**src/rtl/instr_fetch.sv**
```systemverilog
// instr_fetch: reads two 16-bit ROM words per instruction and presents the 32-bit control word.
// Define INSTR_FETCH_PREFETCH_EN to add a shadow buffer that prefetches the next instruction.
module instr_fetch #(
   parameter int          ROM_LATENCY = 1,
   parameter logic [15:0] BASE_ADDR   = 16'h0000,
   parameter logic [15:0] RESET_PC    = 16'h0000
) (
   input  logic        CLK,
   input  logic        RST_N,
   input  logic [15:0] pcIn,
   input  logic        pcLoad,
   input  logic        advance,
   output logic [15:0] romAddr,
   output logic        romRead,
   input  logic [15:0] romData,
   output logic [31:0] controlWord,
   output logic        wordValid,
   output logic [15:0] fetchPc
);

   typedef enum logic [2:0] {S_IDLE, S_REQ_LO, S_REQ_HI, S_WAIT, S_FULL} state_t;

   typedef struct packed {
      logic valid;
      logic hi;
      logic epoch;
   } trk_t;

   localparam int LAT = ROM_LATENCY;

   state_t      state, state_nxt;
   trk_t        trk [LAT];
   trk_t        resp;
   logic        epoch;
   logic [15:0] req_idx, lo_addr, lo_buf, pf_step;
   logic        lo_got;
   logic        ld, adv, refill, resp_ok, lo_hit, done;
   logic [31:0] full_word;

`ifdef INSTR_FETCH_PREFETCH_EN
   logic [31:0] shadow;
   logic        shadow_valid;

   assign refill  = !shadow_valid;
   assign pf_step = (adv && shadow_valid) ? 16'd2 : 16'd1;
`else
   assign refill  = 1'b0;
   assign pf_step = 16'd1;
`endif

   assign ld        = pcLoad && (state != S_IDLE);
   assign adv       = advance && wordValid && !ld;
   assign resp      = trk[LAT-1];
   // A response counts only if it belongs to the current epoch and a fetch is expecting it.
   assign resp_ok   = resp.valid && (resp.epoch == epoch) && !ld;
   assign lo_hit    = resp_ok && !resp.hi && (state == S_REQ_HI || state == S_WAIT);
   assign done      = resp_ok && resp.hi && lo_got && (state == S_WAIT);
   assign full_word = {romData, lo_buf};
   assign lo_addr   = BASE_ADDR + (req_idx << 1);

   // NOTE: state and datapath registers use non-blocking assignments so every flop samples pre-edge values.
   always_ff @(posedge CLK or negedge RST_N) begin
      if (!RST_N) state <= S_IDLE;
      else        state <= state_nxt;
   end

   always_comb begin
      state_nxt = state;
      case (state)
         S_IDLE:   state_nxt = S_REQ_LO;
         S_REQ_LO: state_nxt = S_REQ_HI;
         S_REQ_HI: state_nxt = S_WAIT;
         S_WAIT:   if (done) state_nxt = S_FULL;
         S_FULL:   if (adv || refill) state_nxt = S_REQ_LO;
         default:  state_nxt = S_IDLE;
      endcase
      if (ld) state_nxt = S_REQ_LO;
   end

   // NOTE: every output gets a default before the case so no latch is inferred.
   always_comb begin
      romRead = 1'b0;
      romAddr = '0;
      case (state)
         S_REQ_LO: begin
            romRead = 1'b1;
            romAddr = lo_addr;
         end
         S_REQ_HI: begin
            romRead = !pcLoad;
            romAddr = lo_addr + 16'd1;
         end
         default: ;
      endcase
   end

   always_ff @(posedge CLK or negedge RST_N) begin
      if (!RST_N) begin
         // NOTE: the tracker is reset because its valid bits gate data capture; lo_buf is reset only for tidiness.
         for (int i = 0; i < LAT; i++) trk[i] <= '0;
         epoch       <= 1'b0;
         req_idx     <= RESET_PC;
         lo_buf      <= '0;
         lo_got      <= 1'b0;
         fetchPc     <= RESET_PC;
         controlWord <= '0;
         wordValid   <= 1'b0;
`ifdef INSTR_FETCH_PREFETCH_EN
         shadow       <= '0;
         shadow_valid <= 1'b0;
`endif
      end else begin
         trk[0] <= '{valid: romRead, hi: (state == S_REQ_HI), epoch: epoch};
         for (int i = 1; i < LAT; i++) trk[i] <= trk[i-1];

         if (ld) epoch <= ~epoch;

         if (ld)                                          req_idx <= pcIn;
         else if (state == S_FULL && state_nxt == S_REQ_LO) req_idx <= fetchPc + pf_step;

         if (lo_hit) begin
            lo_buf <= romData;
            lo_got <= 1'b1;
         end
         if (state_nxt == S_REQ_LO) lo_got <= 1'b0;

`ifdef INSTR_FETCH_PREFETCH_EN
         if (ld) begin
            fetchPc      <= pcIn;
            wordValid    <= 1'b0;
            shadow_valid <= 1'b0;
         end else if (adv) begin
            fetchPc <= fetchPc + 16'd1;
            if (shadow_valid) begin
               controlWord  <= shadow;
               shadow_valid <= 1'b0;
            end else if (done) begin
               controlWord <= full_word;
            end else begin
               wordValid <= 1'b0;
            end
         end else if (done) begin
            if (wordValid) begin
               shadow       <= full_word;
               shadow_valid <= 1'b1;
            end else begin
               controlWord <= full_word;
               wordValid   <= 1'b1;
            end
         end
`else
         if (ld) begin
            fetchPc   <= pcIn;
            wordValid <= 1'b0;
         end else if (adv) begin
            fetchPc   <= fetchPc + 16'd1;
            wordValid <= 1'b0;
         end else if (done) begin
            controlWord <= full_word;
            wordValid   <= 1'b1;
         end
`endif
      end
   end

endmodule
```
**config.mk**
```make
export PLATFORM = sky130hd
export DESIGN_NAME = instr_fetch
export DESIGN_NICKNAME = d
export VERILOG_FILES = /design/src/rtl/instr_fetch.sv
export SDC_FILE = /design/constraint.sdc
export NUM_CORES = 1
export LEC_CHECK = 0
export CORE_MARGIN = 2
export CORE_UTILIZATION = 50
export CTS_CLUSTER_DIAMETER = 40
export DETAILED_ROUTE_END_ITERATION = 10
export PLACE_DENSITY = 0.81
export SYNTH_ARGS = -nofsm -noshare
export SYNTH_HDL_FRONTEND = slang
export SYNTH_SLANG_ARGS = --single-unit
```
**constraint.sdc**
```tcl
create_clock -name CLK -period 3 [get_ports CLK]
set_clock_uncertainty 0.2 [all_clocks]
set_input_delay 0.6 -clock CLK [delete_from_list [all_inputs] [get_ports CLK]]
set_output_delay 0.6 -clock CLK [all_outputs]
set_load 0.005 [all_outputs]
```
* Word-level counts from Yosys, hierarchy flattened *
Index checks and enable logic that the tools add are counted.

word-level totals
  register bits after elaboration = 88
  latch bits = 0
  bits in writable memories = 0
  ROM bits = 0
  bits of input ports = 36
  output and inout bits = 66
  word-level logic and storage cells = 59
  memories kept = 0

cells by class
  $add $sub $neg = 2
  multipliers = 0
  div/mod/pow operators = 0
  $lt $le $gt $ge = 0
  eq/ne operators = 6
  shift-type cells = 0
  muxes and demuxes = 15
  bitwise operators = 3
  reductions and logical operators = 22

operators with widths
  kind                                           count
  adder 16 x 1 -> 16 bit, second input constant  2
  2-to-1 mux 16 bit                              2
  one-hot mux 16 bit (2 select lines)            1
  2-to-1 mux 15 bit                              2
  one-hot mux 3 bit (5 select lines)             1
  logical AND 1 bit                              11
  2-to-1 mux 3 bit                               3
  == test 3 x 1 -> 1 bit, second input constant  2
  == test 3 x 2 -> 1 bit, second input constant  2
  nonzero test 2 bit                             3
  nonzero test 3 bit                             2
  2-to-1 mux 1 bit                               5
  == test 3 bit, second input constant           1
  logical NOT 1 bit                              3
  logical NOT 3 bit                              1
  NOT 1 bit                                      3
  AND reduction 3 bit                            1
  one-hot mux 1 bit (2 select lines)             1
  == test 1 bit                                  1
  logical OR 1 bit                               1

* Longest topological paths before layout *
  depth in word-level cells = 14
  mapped depth = 7
  mapped depth without buffers = 5

* Worst setup path before layout *
Ideal clock, no wire load.

  path type = in2reg
  start point = input port pcLoad
  end point = register lo_buf[10]
  setup time = 125 ps
  data arrival time = 1,855 ps
  data required time = 2,675 ps
  path slack = 820 ps
  stages on the path = 5
  buffers on the path = 3
  path through = buf_2 -> or4_1 -> buf_6 -> buf_12 -> mux2_4

on the way
  cells in the longest elaborated chain, start to end = 5

ends and longest elaborated chain
  element                          line  source
  from (decl)                      11    input logic pcLoad,
  logical AND 1 bit                51    assign ld = pcLoad && (state != S_IDLE);
  logical NOT 1 bit                55    assign resp_ok = resp.valid && (resp.epoch == epoch) && !ld;
  logical AND 1 bit                55
  logical AND 1 bit (2 in series)  56    assign lo_hit = resp_ok && !resp.hi && (state == S_REQ_HI || state == S_WAIT);
  to (signal assigned)             122   lo_buf <= romData;
  to (decl)                        35    logic [15:0] req_idx, lo_addr, lo_buf, pf_step;

No other way between the ends.
A chain may end at the register's enable or synchronous reset.

* Worst setup path in the final report *
  start point = register state[1]
  end point = output port romAddr[6]

on the way
  cells in the longest elaborated chain, start to end = 2
  elaborated cells on any way between the ends = 3
  those cells by class = eq/ne (2); mux (1)

ends and longest elaborated chain
  element                                                           line  source
  from (decl)                                                       31    state_t state, state_nxt;
  from (signal assigned)                                            64    else state <= state_nxt;
  == test 3 x 2 -> 1 bit or == test 3 x 1 -> 1 bit (tied branches)  84    case (state)
  one-hot mux 16 bit (2 select lines) (*)                           84
  to (decl)                                                         13    output logic [15:0] romAddr,

Every way passes the cells marked *; elsewhere a longest branch is shown, timed or not.

==> metrics.cfg <==
[grt]
grt_use_total = 0.2126
grt_antenna_before_repair = 0
grt_pass1_wl_mm = 14.95
met3_usage = 0.02953
grt_max_degree = 89
grt_pass1_vias = 3222
gr-total-overflow = 0
use_met2 = 0.3457
use_met1 = 0.2891
busiest_layer = met2

[floorplan]
ioPinCount = 102
die_h_um = 94.79
rows = 33
die_area_mm2 = 0.008985
core_mm2 = 0.008093
die_w_um = 94.79
start_util = 0.5093

[detailed_routing]
first_pass_iters = 4
routed_wl_mm = 9.097
wl_per_cell_um = 16.16
ant_nets = 0
drc = 0
viasPerCell = 5.481
drt_iter0_drc = 85
vias = 3086

[sta]
maxSlewViolCount = 0
fin_ws_ns = 0.1507
fmax_ghz = 0.3510
fin_setup_tns_ns = 0
hold_viol = 0
period_share = 0.9498
period_minus_slack_ns = 2.849
rsz0062_at_grt = false
hold_ws_ns = 0.06917
worst_pin_slew_ns = 0.8391
setup_viol_count_final = 0
max_slew_margin = 0.4373

[critical_path]
cp.required_ns = 2.20
startpoint_type = register
cp-end-kind = output port
crit_type = register to output port
crit_fanout = 9
cp.arrival_ns = 2.05

[cells_and_area]
area_delta_synth_final_pct = 32.33
stdcell_area_mm2 = 0.005454
antenna_cells = 0
seqCellArea_mm2 = 0.002203
multi_input_area_mm2 = 0.001753
final_nets = 491
fin_util = 0.6739
drive_gt1_frac = 0.1790
fill_cells = 645

[clock_tree]
clk_pin_slew_ns = 0.09
root_buffer = clkbuf_8
cts_max_path_buffers = 2
cts_tree = built
clock_sinks = 88
clk_latency_ns = 0.35
numCtsBuffers = 9
h-tree-depth = 3

[logic_synthesis]
syn-cell-area_mm2 = 0.004121
yosysWarnings = 0
ys_seq_elements = 88
ys_seq_area_frac = 0.5343
yosysUniqueCellTypes = 46
synth_cells = 352
syn_area_per_cell_um2 = 11.71
synth_nets = 389

[power_and_ir_drop]
ir_drop_v = 0.0002969
power_density_mw_per_mm2 = 557.4
leakage_nw = 2.371

[job]
cap_violations = 0

[place]
numPortBuffers = 101
post-dp-hpwl_mm = 6.387
pre_cts_slack_ns = 0.3067
postPlaceCellArea_mm2 = 0.005236
gp_routability_congestion = 0.8144

[hold_path]
min_path_type = input pin to asynchronous set/reset pin

[run_status]
status = finished, final reports clean

-- worst max-delay path: stages (launching register included) --
cell             delay (ns)
dfrtp_2                0.49
xnor2_1                0.17
nor2_1                 0.19
buf_4                  0.20
and2_1                 0.14
clkdlybuf4s50_1        0.50
-- registers in the layout (all words and copies together) (netlist names) --
| signal | cells |
|---|---|
| state | 3 |
| epoch | 1 |
| fetchPc | 16 |
| req_idx | 15 |
| lo_got | 1 |
| wordValid | 1 |
| controlWord | 32 |
| resp | 3 |
| lo_buf | 16 |
-- per-stage QoR --
step | cells | power (mW)
global route | 563 | 3.202
CTS | 563 | 3.065
floorplan | 352 | 1.871
global placement | 548 | 2.139
detailed placement | 548 | 2.168
finish | 563 | 3.040
-- Yosys cell counts, drive strengths merged --
master	count	share of area
ha	1	0.0030
and4	3	0.0067
and2	20	0.030
o31a	2	0.0043
buf	15	0.029
o31ai	3	0.0055
xnor2	15	0.032
inv	7	0.0064
and3	3	0.0046
a221o	5	0.012
a221oi	1	0.0021
clkbuf	7	0.0067
o211a	1	0.0024
dfrtp	88	0.53
a211oi	1	0.0018
mux2i	4	0.0097
nor2b	1	0.0015
nand3b	1	0.0018
nor3b	1	0.0018
o211ai	1	0.0030
o21a	1	0.0018
nand3	10	0.012
nor4	7	0.011
nand2b	2	0.0036
a2bb2oi	1	0.0021
nand4	5	0.0076
a31oi	8	0.012
xor2	8	0.017
nand2	19	0.017
nor3	12	0.015
or4	3	0.0055
or3	3	0.0046
a21o	3	0.0055
a21boi	1	0.0018
nor2	16	0.015
mux2	48	0.14
a21oi	4	0.0049
o21ai	20	0.024
a31o	1	0.0021
-- kinds of logic after synthesis --
family,after synthesis,synth area share
buffers and inverters,29,0.04159
AO/OA/AOI/OAI,53,0.08592
XOR/XNOR,23,0.04888
flip-flops,88,0.5343
multiplexers,52,0.1491
AND/OR/NAND/NOR,106,0.1372
adder cells (fa/ha/maj),1,0.003035
-- layout by cell type (no fill, tap or decap), types with 10 or more instances in the layout --
| cell type | Yosys | routed |
|---|---|---|
| and2_1 | 20 | 20 |
| buf_4 | 1 | 11 |
| clkdlybuf4s50_1 | 0 | 100 |
| dfrtp_1 | 88 | 87 |
| mux2_2 | 39 | 39 |
| nand2_1 | 19 | 19 |
| nand3_1 | 10 | 10 |
| nor2_1 | 16 | 16 |
| nor3_1 | 12 | 12 |
| o21ai_0 | 20 | 20 |
| xnor2_1 | 15 | 15 |
-- layer usage --
metal	share of wire	wire length, µm
met1	0.45	4094
met2	0.47	4321
met3	0.052	474
met4	0.023	206
met5	0	0
-- area by class of cell --
| cell class | count | area share |
|---|---|---|
| clock buffer | 9 | 0.02271 |
| timing repair buffer | 113 | 0.2060 |
| multi-input combinational | 235 | 0.3214 |
| inverter | 7 | 0.004818 |
| clock inverter | 6 | 0.01698 |
| sequential | 88 | 0.4040 |
| tap | 105 | 0.02409 |
-- path summary, 6_finish.rpt --
check | startpoint | to | slack [ns] | cells after the start
hold / removal | RST_N | controlWord[15] | 0.07 | 2
setup / recovery | state[1] | romAddr[6] | 0.15 | 5
setup reg to reg | fetchPc[0] | req_idx[14] | 0.77 | 5
max in group asynchronous | RST_N | fetchPc[7] | 2.14 | 2
hold reg to reg | epoch | resp[0] | 0.26 | 0
min in group CLK | epoch | resp[0] | 0.26 | 0
-- power by group --
| group | internal, mW | switching (mW) | leakage [nW] | total [mW] |
|---|---|---|---|---|
| clock network | 0.470 | 0.422 | 0.102 | 0.893 |
| registers | 1.38 | 0.139 | 1.12 | 1.52 |
| logic | 0.399 | 0.234 | 1.15 | 0.632 |
-- timing repair --
action	4_1_cts	5_1_grt
gates resized for setup	0	1
hold buffers	0	0
buffers inserted	0	0
endpoints found under the setup margin	0	7
Note: power is estimated with default switching activity, not from simulation.
